## src/rtl/perip_bcd_bin_conv.sv

```systemverilog
// perip_bcd_bin_conv: bidirectional BCD<->binary converter peripheral on the j1 I/O bus.
// A serial engine handles one bit per clock: shift-right/subtract-3 for BCD->binary and
// add-3/shift-left for binary->BCD. Invalid BCD digits and binary overflow are reported as errors.
// Optional feature macro: BCDBIN_IRQ_EN adds the IRQ_EN register and the completion interrupt.
// Bus protocol: a register access happens on any rising edge where cs is high; wr selects a write
// and rd a read. There is no wait state; read data appears on d_out one edge later.
module perip_bcd_bin_conv #(
    parameter int DIGITS = 8,
    parameter int BIN_W  = 27
) (
    input  logic        clk,
    input  logic        reset,
    input  logic [31:0] d_in,
    input  logic        cs,
    input  logic [4:0]  addr,
    input  logic        rd,
    input  logic        wr,
    output logic [31:0] d_out,
    output logic        irq
);
    localparam int BCD_W = 4 * DIGITS;
    localparam int BW    = (BCD_W > BIN_W) ? BCD_W : BIN_W;
    localparam int CNT_W = $clog2(BW + 1);
    localparam logic [CNT_W-1:0] LAST_BCD = CNT_W'(BCD_W - 1);
    localparam logic [CNT_W-1:0] LAST_BIN = CNT_W'(BIN_W - 1);

    localparam logic [4:0] A_DATA   = 5'h04;
    localparam logic [4:0] A_MODE   = 5'h08;
    localparam logic [4:0] A_CTRL   = 5'h0C;
    localparam logic [4:0] A_RESULT = 5'h10;
    localparam logic [4:0] A_STATUS = 5'h14;
    localparam logic [4:0] A_IRQEN  = 5'h18;

    function automatic logic [63:0] pow10(input int n);
        logic [63:0] p;
        p = 64'd1;
        for (int i = 0; i < n; i++) p = p * 64'd10;
        return p;
    endfunction

    // Smallest binary operand that no longer fits into DIGITS BCD digits.
    localparam logic [63:0] BIN_LIMIT = pow10(DIGITS);

    function automatic logic [BCD_W-1:0] bcd_add3(input logic [BCD_W-1:0] v);
        logic [BCD_W-1:0] r;
        r = v;
        for (int i = 0; i < DIGITS; i++)
            if (v[4*i +: 4] >= 4'd5) r[4*i +: 4] = v[4*i +: 4] + 4'd3;
        return r;
    endfunction

    function automatic logic [BCD_W-1:0] bcd_sub3(input logic [BCD_W-1:0] v);
        logic [BCD_W-1:0] r;
        r = v;
        for (int i = 0; i < DIGITS; i++)
            if (v[4*i +: 4] >= 4'd8) r[4*i +: 4] = v[4*i +: 4] - 4'd3;
        return r;
    endfunction

    function automatic logic bcd_invalid(input logic [BCD_W-1:0] v);
        logic bad;
        bad = 1'b0;
        for (int i = 0; i < DIGITS; i++)
            if (v[4*i +: 4] > 4'd9) bad = 1'b1;
        return bad;
    endfunction

    typedef enum logic [1:0] {S_IDLE, S_CHECK, S_CONV, S_DONE} state_t;

    state_t            state_q, state_d;
    logic [31:0]       data_in_q, data_in_d;
    logic              mode_q, mode_d;
    logic              wmode_q, wmode_d;
    logic [BCD_W-1:0]  bcd_q, bcd_d;
    logic [BW-1:0]     bin_q, bin_d;
    logic [CNT_W-1:0]  cnt_q, cnt_d;
    logic [31:0]       result_q, result_d;
    logic              done_q, done_d;
    logic              err_q, err_d;
    logic [31:0]       d_out_q, d_out_d;
    logic              wr_en, rd_en, idle, start;
    logic [31:0]       status;
    logic [BCD_W-1:0]  bcd_adj;

    assign wr_en  = cs & wr;
    assign rd_en  = cs & rd;
    assign idle   = (state_q == S_IDLE);
    assign start  = wr_en && (addr == A_CTRL) && d_in[0] && idle;
    assign status = {29'd0, err_q, ~idle, done_q};

    // Register writes, conversion FSM and serial datapath next-state logic.
    always_comb begin
        state_d   = state_q;
        data_in_d = data_in_q;
        mode_d    = mode_q;
        wmode_d   = wmode_q;
        bcd_d     = bcd_q;
        bin_d     = bin_q;
        cnt_d     = cnt_q;
        result_d  = result_q;
        done_d    = done_q;
        err_d     = err_q;
        bcd_adj   = '0;

        // Operand and direction are frozen while a conversion is in flight.
        if (wr_en && idle) begin
            if (addr == A_DATA) data_in_d = d_in;
            if (addr == A_MODE) mode_d = d_in[0];
        end

        case (state_q)
            S_IDLE: begin
                if (start) begin
                    wmode_d = mode_q;
                    if (mode_q) begin
                        bcd_d = '0;
                        bin_d = BW'(data_in_q[BIN_W-1:0]);
                    end else begin
                        bcd_d = data_in_q[BCD_W-1:0];
                        bin_d = '0;
                    end
                    done_d  = 1'b0;
                    err_d   = 1'b0;
                    state_d = S_CHECK;
                end
            end
            S_CHECK: begin
                if (wmode_q ? (64'(bin_q[BIN_W-1:0]) >= BIN_LIMIT) : bcd_invalid(bcd_q)) begin
                    err_d    = 1'b1;
                    result_d = '0;
                    state_d  = S_DONE;
                end else begin
                    cnt_d   = wmode_q ? LAST_BIN : LAST_BCD;
                    state_d = S_CONV;
                end
            end
            S_CONV: begin
                if (wmode_q) begin
                    bcd_adj = bcd_add3(bcd_q);
                    bcd_d   = {bcd_adj[BCD_W-2:0], bin_q[BIN_W-1]};
                    bin_d   = bin_q << 1;
                end else begin
                    bcd_d            = bcd_sub3(bcd_q >> 1);
                    bin_d            = bin_q >> 1;
                    bin_d[BCD_W-1]   = bcd_q[0];
                end
                if (cnt_q == '0) state_d = S_DONE;
                else             cnt_d   = cnt_q - 1'b1;
            end
            S_DONE: begin
                if (!err_q) result_d = wmode_q ? 32'(bcd_q) : 32'(bin_q[BIN_W-1:0]);
                done_d  = 1'b1;
                state_d = S_IDLE;
            end
            default: state_d = S_IDLE;
        endcase
    end

`ifdef BCDBIN_IRQ_EN
    logic irq_en_q, irq_en_d;
    logic irq_q, irq_d;

    // Interrupt enable register and sticky completion interrupt.
    always_comb begin
        irq_en_d = irq_en_q;
        irq_d    = irq_q;
        if (wr_en && (addr == A_IRQEN)) irq_en_d = d_in[0];
        if ((rd_en && (addr == A_STATUS)) || start || (wr_en && (addr == A_IRQEN) && !d_in[0]))
            irq_d = 1'b0;
        if ((state_q == S_DONE) && irq_en_q) irq_d = 1'b1;
    end

    // Interrupt state registers.
    always_ff @(posedge clk or posedge reset) begin
        if (reset) begin
            irq_en_q <= 1'b0;
            irq_q    <= 1'b0;
        end else begin
            irq_en_q <= irq_en_d;
            irq_q    <= irq_d;
        end
    end

    assign irq = irq_q;
`else
    assign irq = 1'b0;
`endif

    // Read data mux; d_out returns to 0 on every edge without a read.
    always_comb begin
        d_out_d = '0;
        if (rd_en) begin
            case (addr)
                A_RESULT: d_out_d = result_q;
                A_STATUS: d_out_d = status;
`ifdef BCDBIN_IRQ_EN
                A_IRQEN:  d_out_d = {31'd0, irq_en_q};
`endif
                default:  d_out_d = '0;
            endcase
        end
    end

    // State, register file and datapath registers.
    always_ff @(posedge clk or posedge reset) begin
        if (reset) begin
            state_q   <= S_IDLE;
            data_in_q <= '0;
            mode_q    <= 1'b0;
            wmode_q   <= 1'b0;
            bcd_q     <= '0;
            bin_q     <= '0;
            cnt_q     <= '0;
            result_q  <= '0;
            done_q    <= 1'b0;
            err_q     <= 1'b0;
            d_out_q   <= '0;
        end else begin
            state_q   <= state_d;
            data_in_q <= data_in_d;
            mode_q    <= mode_d;
            wmode_q   <= wmode_d;
            bcd_q     <= bcd_d;
            bin_q     <= bin_d;
            cnt_q     <= cnt_d;
            result_q  <= result_d;
            done_q    <= done_d;
            err_q     <= err_d;
            d_out_q   <= d_out_d;
        end
    end

    assign d_out = d_out_q;

endmodule

```

## config.mk

```make
export PLATFORM = sky130hd
export DESIGN_NAME = perip_bcd_bin_conv
export DESIGN_NICKNAME = d
export VERILOG_FILES = /design/src/rtl/perip_bcd_bin_conv.sv
export SDC_FILE = /design/constraint.sdc
export NUM_CORES = 1
export LEC_CHECK = 0
export ABC_AREA = 1
export BUFFER_PORTS_ARGS = -buffer_cell sky130_fd_sc_hd__buf_2
export CAP_MARGIN = 10
export CELL_PAD_IN_SITES_DETAIL_PLACEMENT = 2
export CELL_PAD_IN_SITES_GLOBAL_PLACEMENT = 2
export CORE_MARGIN = 2
export CORE_UTILIZATION = 30
export CTS_BUF_LIST = sky130_fd_sc_hd__clkbuf_4 sky130_fd_sc_hd__clkbuf_8
export DETAILED_ROUTE_END_ITERATION = 16
export PLACE_DENSITY_LB_ADDON = 0.1
export SETUP_SLACK_MARGIN = 0.2
export SKIP_CTS_REPAIR_TIMING = 1
export SLEW_MARGIN = 20
export SYNTH_ARGS = -nofsm -noshare
export SYNTH_HDL_FRONTEND = slang
export SYNTH_SLANG_ARGS = --single-unit
```

## constraint.sdc

```tcl
create_clock -name clk -period 8.74 [get_ports clk]
set_input_delay 1.311 -clock clk [delete_from_list [all_inputs] [get_ports clk]]
set_output_delay 1.311 -clock clk [all_outputs]
set_load 0.005 [all_outputs]
```

==> metrics.txt <==
status=finished, final reports clean; largest area contributor in the netlist=dfrtp_1; met3 usage=3.33%; 1st-iter DRT viols=between 500 and 600; reg2reg setup slack=5.47 ns; ratio of final minimum period to clock period=37.5%; Async SR Flop Fraction=100%; CTS max path bufs=2; DP Area=slightly above 10000 sq um; Die W=roughly 180 um; IO buf count=73; CTS tree=done; reg-to-reg endpoint=bin_q[10]$_DFFE_PP0P_; Critical Path Max Stage Delay=1.04 ns; max cap viols=0; Setup CP Type=flip-flop to flip-flop; CTS Sinks=roughly 170; Post-synth EDFFs=0; Worst Skew=about 0.027 ns; TritonCTS Buffers=17; Util after Layout=roughly a third; Primary FF master, synth=dfrtp_1; RR Startpoint=wmode_q$_DFFE_PP0P_; vias in the first global route=between 9k and 10k; design area=around 11000 sq um; dpl ws=~5.1 ns; GRT Resource Usage Total=22.8%; Crit Path Max Fanout=30; H-Tree Depth=4; Mean Syn Cell Area=8.12 sq um; grt peak-use layer=met2; Seq/Total Area, Yosys=about 45%; Congestion Overflow GR=0; count leader, synth=nand2_1; met1 usage=between 30% and 40%; DRT Wirelength=36000 um; share of cells above drive strength 1=13.2%; die extent in y=around 180 um; post-synth top area share=45.0%; HP Class=flip-flop to flip-flop; Hold Fails Final Rpt=0; top cells by count, synth=nand2_1 (242), dfrtp_1 (172), nand3_1 (100); post-DP HPWL=roughly 25000 um; number of cells on the worst reg-to-reg path=7; final setup TNS=0 ns; Worst-Skew Late Latency=approximately 0.50 ns; placed cells=roughly 1.6k; Max Slew Vio Count=0; fin cells=between 1.5k and 2k; Via density=between 5 and 6; routed len/inst=between 20 and 25 um; Hold Path End=result_q[16]$_DFFE_PP0P_; Slew @ Worst Pin=0.946 ns; critical path's top delay family=buffers and inverters; largest net degree at the start of global routing=87; initial core utilization=approximately 30%; first-pass GRT wire length=57400 um; Die Area=between 30000 and 40000 sq um; CP Launch Type=flip-flop; flops & latches, synth=172; Root Driver=clkbuf_8; Tmin final=roughly 3.3 ns; area growth from synthesis to layout=11.3%; met2 Track Usage GR=a little under two fifths; initial antenna violation count=0; Worst path slowest cell=clkinv_1; Max Clk Rate=305 MHz; Final nets=~1.3k; Reg clk slew, reported paths=about 0.1 ns; Cell Rows=65; synth unique cells=42; Max VDD drop=between 0.00015 and 0.0002 V; Hold Path Depth=2; total power=between 3 and 4 mW; most used cell, CP=nand2_1; start point of the worst hold path=result_q[16]$_DFFE_PP0P_; routability congestion estimate=roughly 0.82; Vias=between 8k and 9k; I/O pin total=between 70 and 80; CP endpoint kind=flip-flop; minimum hold slack=0.479 ns; worst endpoint required time=9.08 ns; syn_nets=1264; Cell Area, Synth=approximately 9600 sq um; P_leak=between 5 and 6 nW; Setup violations, final=0; Synth area leaders=dfrtp_1 (45%), nand2_1 (9.5%), ha_1 (5.8%); critical path buffer and inverter count=2; DR pass1 iterations=4; PD cells=about 350 nW/um^2; DRC violations left=0; cell count after synthesis=1178; CP cell instances=buf_4 > nand2_1 > clkinv_1 > nand2_1 > o21ai_0 > a211oi_1 > a21oi_1; final worst setup slack=roughly 5.5 ns; n_diodes=0; Fill cells=approximately 3.7k; Antenna Nets Post-Route=0; slew margin rel.=36.5%; RSZ-0062 raised after global routing=false; Core Box Area=between 30000 and 40000 sq um; YS warnings=0; crit path DAT=approximately 3.6 ns
cells by family (layout without fill, tap and decap cells):
kind of cell | Yosys count | after routing | share of synthesized area (%)
DFF | 172 | 172 | 45.0
AOI/OAI and AO/OA | 277 | 277 | 16.4
xor gates and xnor gates | 15 | 15 | 1.37
and+or+nand+nor | 485 | 485 | 21.9
buffers and inverters | 163 | 219 | 7.09
muxes | 21 | 21 | 2.47
adders and majority gates | 44 | 44 | 5.75
other | 1 | 1 | 0.0392
worst max path at each step:
stage,startpoint,to,slack (ns),cells past startpoint
floorplan,reset,bcd_q[0]$_DFFE_PP0P_,2.77,1
finish,wmode_q$_DFFE_PP0P_,bin_q[10]$_DFFE_PP0P_,5.47,7
detailed placement,cs,bin_q[15]$_DFFE_PP0P_,5.06,10
global route,state_q[0]$_DFFE_PP0P_,bin_q[10]$_DFFE_PP0P_,5.27,8
CTS,state_q[0]$_DFFE_PP0P_,bin_q[10]$_DFFE_PP0P_,5.50,8
global placement,cs,bin_q[15]$_DFFE_PP0P_,5.15,10
sequential cells by signal (all words and copies together) (netlist names), 2 cells and up:
name	cells
bcd_q	32
bin_q	32
cnt_q	6
d_out	32
data_in_q	32
result_q	32
state_q	2
area by class of cell:
type / count / area (sq um) / area share, %
sequential: 172 / 4300 / 40.4
inverter: 100 / 380 / 3.57
clock buffer: 18 / 248 / 2.33
multi-input combinational: 843 / 4600 / 43.2
timing repair buffer: 87 / 470 / 4.42
tap: 402 / 503 / 4.72
clock inverter: 14 / 140 / 1.32
tightest hold or removal path, cell delays in order (launching register included):
cell     delay (ns)
dfrtp_1        0.36
nand2_1        0.05
nand2_1        0.04
where the power goes:
group | switching [mW] | internal (mW)
Sequential | 0.246 | 1.01
Combinational | 1.37 | 0.562
Clock | 0.361 | 0.220
Total | 1.98 | 1.80
routing by layer:
| layer | routed length [um] | up-vias |
|---|---|---|
| li1 | - | 4065 |
| met1 | 17100 | 4332 |
| met2 | 17000 | 138 |
| met3 | 1150 | 32 |
| met4 | 777 | 0 |
| met5 | 0 | - |
layout by cell type, fill, tap and decap left out, types with 6 or more instances in the layout:
master    instances
a22oi_1          30
o211ai_1         11
o22ai_1          36
o21ai_0          96
nand3b_1          6
o21ai_1           9
a21oi_1          77
buf_4            14
buf_2            73
xor2_1            8
inv_1            91
clkbuf_8         18
nor2_1           89
mux2_2           21
nor3b_1           8
nor3_1           21
dfrtp_1         172
a31oi_1           8
nand3_1         100
nand2_1         241
ha_1             44
xnor2_1           7
(Power assumes the default switching activity.)
